$ cat config.mk
export PLATFORM = sky130hd
export DESIGN_NAME = bin_to_bcd_seq
export DESIGN_NICKNAME = d
export VERILOG_FILES = /design/src/rtl/bin_to_bcd_seq.sv
export SDC_FILE = /design/constraint.sdc
export NUM_CORES = 1
export LEC_CHECK = 0
export CAP_MARGIN = 20
export CORE_MARGIN = 1.5
export CORE_UTILIZATION = 55
export DETAILED_ROUTE_END_ITERATION = 16
export MAX_ROUTING_LAYER = met4
export PLACE_DENSITY = 0.89
export SLEW_MARGIN = 25
export SYNTH_ARGS = -nofsm -noshare
export SYNTH_HDL_FRONTEND = slang
export SYNTH_SLANG_ARGS = --single-unit
export TNS_END_PERCENT = 1
$ cat constraint.sdc
create_clock -name clk -period 2.1 [get_ports clk]
set_clock_uncertainty 0.15 [all_clocks]
set_input_delay 0.315 -clock clk [delete_from_list [all_inputs] [get_ports clk]]
set_output_delay 0.315 -clock clk [all_outputs]
set_load 0.02 [all_outputs]
$ cat src/rtl/bin_to_bcd_seq.sv
`default_nettype none
// ============================================================================
// Module   : bin_to_bcd_seq
// Brief    : Sequential double-dabble converter. Converts an unsigned binary
//            value into packed BCD digits using one add-3/shift step per
//            clock, with a start/busy/done handshake and saturating overflow.
// Revision : 1.0 - initial release
// ============================================================================
module bin_to_bcd_seq #(
  parameter int BIN_W  = 14,
  parameter int DIGITS = 4
) (
  input  logic                  clk,
  input  logic                  rst_n,
  input  logic                  start,
  input  logic [BIN_W-1:0]      bin,
  output logic                  busy,
  output logic                  done,
  output logic                  ovf,
  output logic [4*DIGITS-1:0]   bcd_out
);

  localparam int c_BCD_W = 4 * DIGITS;
  localparam int c_CNT_W = (BIN_W > 1) ? $clog2(BIN_W) : 1;

  // Largest value representable in DIGITS decimal digits (10^DIGITS - 1).
  function automatic logic [63:0] f_max_val(input int n);
    logic [63:0] p;
    p = 64'd1;
    for (int i = 0; i < n; i++) begin
      p = p * 64'd10;
    end
    return p - 64'd1;
  endfunction

  // Saturation pattern: every digit set to 9.
  function automatic logic [c_BCD_W-1:0] f_all_nines();
    logic [c_BCD_W-1:0] r;
    r = '0;
    for (int i = 0; i < DIGITS; i++) begin
      r[4*i +: 4] = 4'd9;
    end
    return r;
  endfunction

  localparam logic [63:0]         c_MAX      = f_max_val(DIGITS);
  localparam logic [c_BCD_W-1:0]  c_ALL9     = f_all_nines();
  localparam logic [c_CNT_W-1:0]  c_CNT_LAST = c_CNT_W'(BIN_W - 1);
  localparam logic [c_CNT_W-1:0]  c_CNT_ONE  = c_CNT_W'(1);

  typedef enum logic [0:0] {
    S_IDLE  = 1'b0,
    S_SHIFT = 1'b1
  } state_t;

  state_t               r_state;
  state_t               w_state_next;

  logic [BIN_W-1:0]     r_shreg;
  logic [c_BCD_W-1:0]   r_scr;
  logic [c_CNT_W-1:0]   r_cnt;
  logic                 r_ovf_pend;
  logic                 r_busy;
  logic                 r_done;
  logic                 r_ovf;
  logic [c_BCD_W-1:0]   r_bcd;

  logic [c_BCD_W-1:0]   w_adj;
  logic [c_BCD_W-1:0]   w_scr_next;
  logic [BIN_W-1:0]     w_sh_next;
  logic                 w_carry;
  logic                 w_start_ok;
  logic                 w_last;
  logic                 w_over;
  logic                 w_sat;
  logic [63:0]          w_bin_ext;

  // Per-digit add-3 correction; digits are independent, no inter-digit carry.
  for (genvar g = 0; g < DIGITS; g++) begin : g_digit
    assign w_adj[4*g +: 4] = (r_scr[4*g +: 4] >= 4'd5) ? (r_scr[4*g +: 4] + 4'd3)
                                                       : r_scr[4*g +: 4];
  end

  // Shift {scratch, shreg} left by one; the shreg MSB enters the scratch LSB.
  assign w_scr_next = {w_adj[c_BCD_W-2:0], r_shreg[BIN_W-1]};
  assign w_carry    = w_adj[c_BCD_W-1];

  if (BIN_W > 1) begin : g_sh_wide
    assign w_sh_next = {r_shreg[BIN_W-2:0], 1'b0};
  end else begin : g_sh_one
    assign w_sh_next = 1'b0;
  end

  assign w_bin_ext  = 64'(bin);
  assign w_over     = (w_bin_ext > c_MAX);
  assign w_start_ok = (r_state == S_IDLE) && start;
  assign w_last     = (r_state == S_SHIFT) && (r_cnt == '0);
  // A bit shifted out of the top digit can only occur for out-of-range input,
  // so folding it in keeps the saturation decision robust.
  assign w_sat      = r_ovf_pend | w_carry;

  // State register.
  always_ff @(posedge clk or negedge rst_n) begin
    if (!rst_n) begin
      r_state <= S_IDLE;
    end else begin
      r_state <= w_state_next;
    end
  end

  // Next-state logic: accept start only while idle, return after last step.
  always_comb begin
    w_state_next = r_state;
    case (r_state)
      S_IDLE:  if (start)  w_state_next = S_SHIFT;
      S_SHIFT: if (w_last) w_state_next = S_IDLE;
      default: w_state_next = S_IDLE;
    endcase
  end

  // Datapath and registered outputs: capture, iterate, publish on last step.
  always_ff @(posedge clk or negedge rst_n) begin
    if (!rst_n) begin
      r_shreg    <= '0;
      r_scr      <= '0;
      r_cnt      <= '0;
      r_ovf_pend <= 1'b0;
      r_busy     <= 1'b0;
      r_done     <= 1'b0;
      r_ovf      <= 1'b0;
      r_bcd      <= '0;
    end else begin
      r_done <= 1'b0;
      if (w_start_ok) begin
        r_shreg    <= bin;
        r_scr      <= '0;
        r_cnt      <= c_CNT_LAST;
        r_ovf_pend <= w_over;
        r_busy     <= 1'b1;
      end else if (r_state == S_SHIFT) begin
        r_shreg <= w_sh_next;
        r_scr   <= w_scr_next;
        if (w_last) begin
          r_cnt  <= '0;
          r_busy <= 1'b0;
          r_done <= 1'b1;
          r_ovf  <= w_sat;
          r_bcd  <= w_sat ? c_ALL9 : w_scr_next;
        end else begin
          r_cnt <= r_cnt - c_CNT_ONE;
        end
      end
    end
  end

  assign busy    = r_busy;
  assign done    = r_done;
  assign ovf     = r_ovf;
  assign bcd_out = r_bcd;

endmodule
`default_nettype wire
==> impl_summary.log, run 1 <==
INFO  metric min_period = about 2 ns
INFO  metric timing.reg2reg.worst_path_depth = 6
INFO  metric critPathRequiredTime = ~2.1 ns
INFO  metric grt.overflow.total = 0
INFO  metric max_freq = 502 MHz
INFO  metric remaining_drc_errors = 0
INFO  metric clock_root_cell = clkbuf_8
INFO  metric synth_cells = around 260
INFO  metric total_leakage_power = between 1 and 1.5 nW
INFO  metric drt.antenna.violating_nets = 0
INFO  metric clock-sinks = 55
INFO  metric setup_repair_after_global_routing_missed_its_margin = false
INFO  metric drtPass1Iterations = 4
INFO  metric hold-path-endpoint = busy
INFO  metric grt_first_pass_wirelength = 8640 um
INFO  metric irDropWorstVdd = 605 uV
INFO  metric syn-mean-instance-area = about 11 um^2
INFO  metric critical_path_buf_inv_count = 1
INFO  metric outcome = completed
INFO  metric grt_max_degree = between 50 and 60
INFO  metric htree_num_levels = 2
INFO  metric pin_slew_with_the_least_headroom_to_its_limit = around 0.64 ns
INFO  metric power.internal = about 2.8 mW
INFO  metric worstPathCellList = inv_1 -> ha_1 -> nand2b_1 -> nor3b_1 -> a211o_1 -> o31ai_2
INFO  metric syn_area = ~2800 um^2
INFO  metric syn2layout_area_growth = 19.5%
INFO  metric hold_ws = ~0.34 ns
INFO  metric path_max_fanout = 8
INFO  metric post_synth_num_cell_types = 31
INFO  metric pwr-share-seq = 0.390
INFO  metric power_per_cell_area = between 1000 and 1500 nW/um^2
INFO  metric critPathCaptureType = flip-flop
INFO  metric num_vias = roughly 2.0k
INFO  metric floorplan.die_area = approximately 5400 um^2
INFO  metric io_buffer_count = 35
INFO  metric max_cap_viol_count = 0
INFO  metric dieHeight = between 70 and 80 um
INFO  metric top_level_ports = 36
INFO  metric cp.arrival = ~2.0 ns
INFO  metric min_delay_path_depth = 2
INFO  metric cp_num_cells = 6
INFO  metric slew-limit-headroom = 0.575
INFO  metric finalSetupViolCount = 0
INFO  metric hold_violations = 0
INFO  metric clkPwrFrac = 0.134
INFO  metric finish.net_count = between 300 and 400
INFO  metric worst_setup_path_start_kind = flip-flop
INFO  metric area_of_the_placeable_core = between 4000 and 5000 um^2
INFO  metric hpwlAfterDp = around 3500 um
INFO  metric start_util = 0.576
INFO  metric hold_path.startpoint = busy
INFO  metric yosys_register_bits = 55
INFO  metric cts-root-to-sink-buffers = 2
INFO  metric pwr-share-comb = 0.476
INFO  metric hold_class = flip-flop to flip-flop
INFO  metric cp_slowest_stage_delay = around 0.44 ns
INFO  metric setup.worst_path.class = flip-flop to flip-flop
INFO  metric timing.reg2reg.setup_slack = 0.11 ns
INFO  metric route.detailed.vias_per_inst = around 5.5
INFO  metric cts.reportedPaths.clkPinSlew = about 0.09 ns
INFO  metric numCtsBuffers = 5
INFO  metric drt-total-wl = slightly above 5000 um
INFO  metric fin_setup_tns = 0 ns
INFO  metric grt.total_usage = 0.217
INFO  metric detailedRoute.firstIterationViolations = between 100 and 150
INFO  metric post-cts-setup-buffers = 0
INFO  metric reg2reg_to = bcd_out[6]
INFO  metric p_sw = between 1.5 and 2 mW
INFO  metric synth.net_count = 288
INFO  metric cts_tree = yes
INFO  metric diodes = 0
INFO  metric row_count = 25
INFO  metric crit_path_start = r_scr[12]
INFO  metric worst_path_max_delay_cell = a211o_1
INFO  metric synth.yosys.warnings = 0
INFO  metric synth-seq-area-share = 0.500
INFO  metric post_route_cells_drive_above_1_share = 0.0976
INFO  metric worst_skew_pair.late_latency = between 0.3 and 0.4 ns
INFO  metric gp_congestion = between 0.8 and 0.9
INFO  metric report.power.total = 4.76 mW
INFO  metric critical-path-top-delay-family = compound AO/OA/AOI/OAI gates
INFO  metric number_of_global_route_vias_before_repair = around 1.9k
INFO  metric timing.final.max_slew_violations = 0
INFO  metric grt_antenna_before_repair = 0
INFO  metric final_min_period_over_clock_period = 0.948
INFO  metric rr_startpoint = r_scr[12]
INFO  metric power.switching_fraction = 0.404
INFO  metric die_w = around 74 um
INFO  metric route.detailed.wl_per_inst = 14.0 um
cell usage in the layout, fill, tap and decap left out, drive strengths merged:
master          n
a211oi          1
dfrtp          55
nor4            1
or2b            1
o21ai          20
clkinvlp        1
or2             1
nor3            1
a211o           1
clkdlybuf4s50  34
o32ai           1
inv            11
mux2i          30
o31ai          10
xnor2           4
nor2           14
a21oi          12
dlygate4sd3     1
a31oi           7
mux2            4
nor3b           8
o22ai           1
clkbuf          7
nand3           2
o211ai          1
nand2b         22
nand2          30
buf             6
ha             10
final cells by class:
cell class / instances / area (um^2)
Fill cell: 366 / 1490
Sequential cell: 55 / 1380
Multi-Input combinational cell: 182 / 1270
Timing Repair Buffer: 41 / 418
Clock buffer: 7 / 96.3
Tap cell: 67 / 83.8
Inverter: 11 / 41.3
Clock inverter: 1 / 7.51
sequential cells by signal, indices dropped and copies added, names as in the netlist:
| register | cells |
|---|---|
| r_cnt | 4 |
| bcd_out | 16 |
| ovf | 1 |
| r_state | 1 |
| done | 1 |
| r_scr | 16 |
| r_ovf_pend | 1 |
| r_shreg | 14 |
| busy | 1 |
repair_timing:
action | in CTS | in global routing
resized for setup | 0 | 0
endpoints found under the setup margin | 0 | 8
hold endpoints to repair | 55 | 0
hold buffers | 1 | 0
worst reg2reg max path, delay by kind of cell, from the launching register on:
| kind | cells | cell delay [ns] |
|---|---|---|
| AOI/OAI and AO/OA | 2 | 0.56 |
| and+or+nand+nor | 2 | 0.43 |
| buffers and inverters | 1 | 0.09 |
| DFF | 1 | 0.42 |
| adders and majority gates | 1 | 0.23 |
per-stage QoR:
stage	utilization	setup slack, ns	instances	area [um^2]
after CTS	0.688	0.0867	364	3290
after global placement	0.664	0.188	355	3180
after global routing	0.688	0.00111	364	3290
after floorplan	-	0.383	261	2760
final	0.688	0.108	364	3290
after detailed placement	0.664	0.100	355	3180
logic make-up (layout without fill, tap and decap cells):
kind of cell,Yosys count,after routing,share of synthesized area
adder cells (fa/ha/maj),10,10,0.0454
flip-flops,55,55,0.500
XOR/XNOR,4,4,0.0127
buffers and inverters,24,60,0.0395
AO/OA/AOI/OAI,54,54,0.133
AND/OR/NAND/NOR,80,80,0.144
multiplexers,34,34,0.125
power by group through the flow:
| stage | Clock [mW] | Combinational [mW] | Sequential, mW |
|---|---|---|---|
| floorplan | 0 | 1.47 | 1.98 |
| global placement | 0 | 2.18 | 1.85 |
| detailed placement | 0 | 2.28 | 1.87 |
| CTS | 0.655 | 2.28 | 1.85 |
| global route | 0.696 | 2.51 | 1.92 |
| finish | 0.638 | 2.27 | 1.86 |
metal layers:
metal / share of wire / wire, um / GRT usage / vias to the layer above
met5: 0 / 0 / - / -
met4: 0.018 / 94 / 0.0885 / 0
met3: 0.043 / 219 / 0.0494 / 9
met2: 0.49 / 2490 / 0.345 / 55
met1: 0.45 / 2280 / 0.267 / 957
li1: - / - / - / 972
worst max path at each step:
stage / end
4_1_cts: bcd_out[8]
3_3_place_gp: bcd_out[8]
6_report: bcd_out[6]
2_1_floorplan: bcd_out[10]
3_5_place_dp: bcd_out[8]
5_1_grt: bcd_out[8]
Yosys cell counts (all sizes together):
| cell type | number | area [um^2] |
|---|---|---|
| o211ai | 1 | 7.51 |
| nand3 | 2 | 10.0 |
| xnor2 | 4 | 35.0 |
| o21ai | 20 | 104 |
| nor3b | 8 | 60.1 |
| clkbuf | 5 | 18.8 |
| mux2i | 30 | 300 |
| a31oi | 7 | 43.8 |
| o22ai | 1 | 6.26 |
| o31ai | 10 | 115 |
| a211o | 1 | 8.76 |
| inv | 11 | 41.3 |
| mux2 | 4 | 45.0 |
| nor3 | 1 | 5.00 |
| a21oi | 12 | 60.1 |
| nand2b | 22 | 138 |
| a211oi | 1 | 12.5 |
| o32ai | 1 | 8.76 |
| nor4 | 1 | 6.26 |
| or2 | 1 | 6.26 |
| nand2 | 30 | 113 |
| ha | 10 | 125 |
| dfrtp | 55 | 1380 |
| or2b | 1 | 7.51 |
| buf | 8 | 48.8 |
| nor2 | 14 | 52.6 |
Note: power is estimated with default switching activity, not from simulation.
==> run 2: changes to the inputs <==
--- a/config.mk
+++ b/config.mk
@@ -11,6 +11,7 @@
 export DETAILED_ROUTE_END_ITERATION = 16
 export MAX_ROUTING_LAYER = met4
 export PLACE_DENSITY = 0.89
+export SKIP_CTS_REPAIR_TIMING = 1
 export SLEW_MARGIN = 25
 export SYNTH_ARGS = -nofsm -noshare
 export SYNTH_HDL_FRONTEND = slang
==> results of run 2 <==
Same layout as run 1: the final DEF is identical, and so are final timing and power.
==> run 3: changes to the inputs <==
--- a/config.mk
+++ b/config.mk
@@ -8,6 +8,7 @@
 export CAP_MARGIN = 20
 export CORE_MARGIN = 1.5
 export CORE_UTILIZATION = 55
+export CTS_CLUSTER_DIAMETER = 40
 export DETAILED_ROUTE_END_ITERATION = 16
 export MAX_ROUTING_LAYER = met4
 export PLACE_DENSITY = 0.89
==> results of run 3 <==
Same layout as run 1: the final DEF is identical, and so are final timing and power.
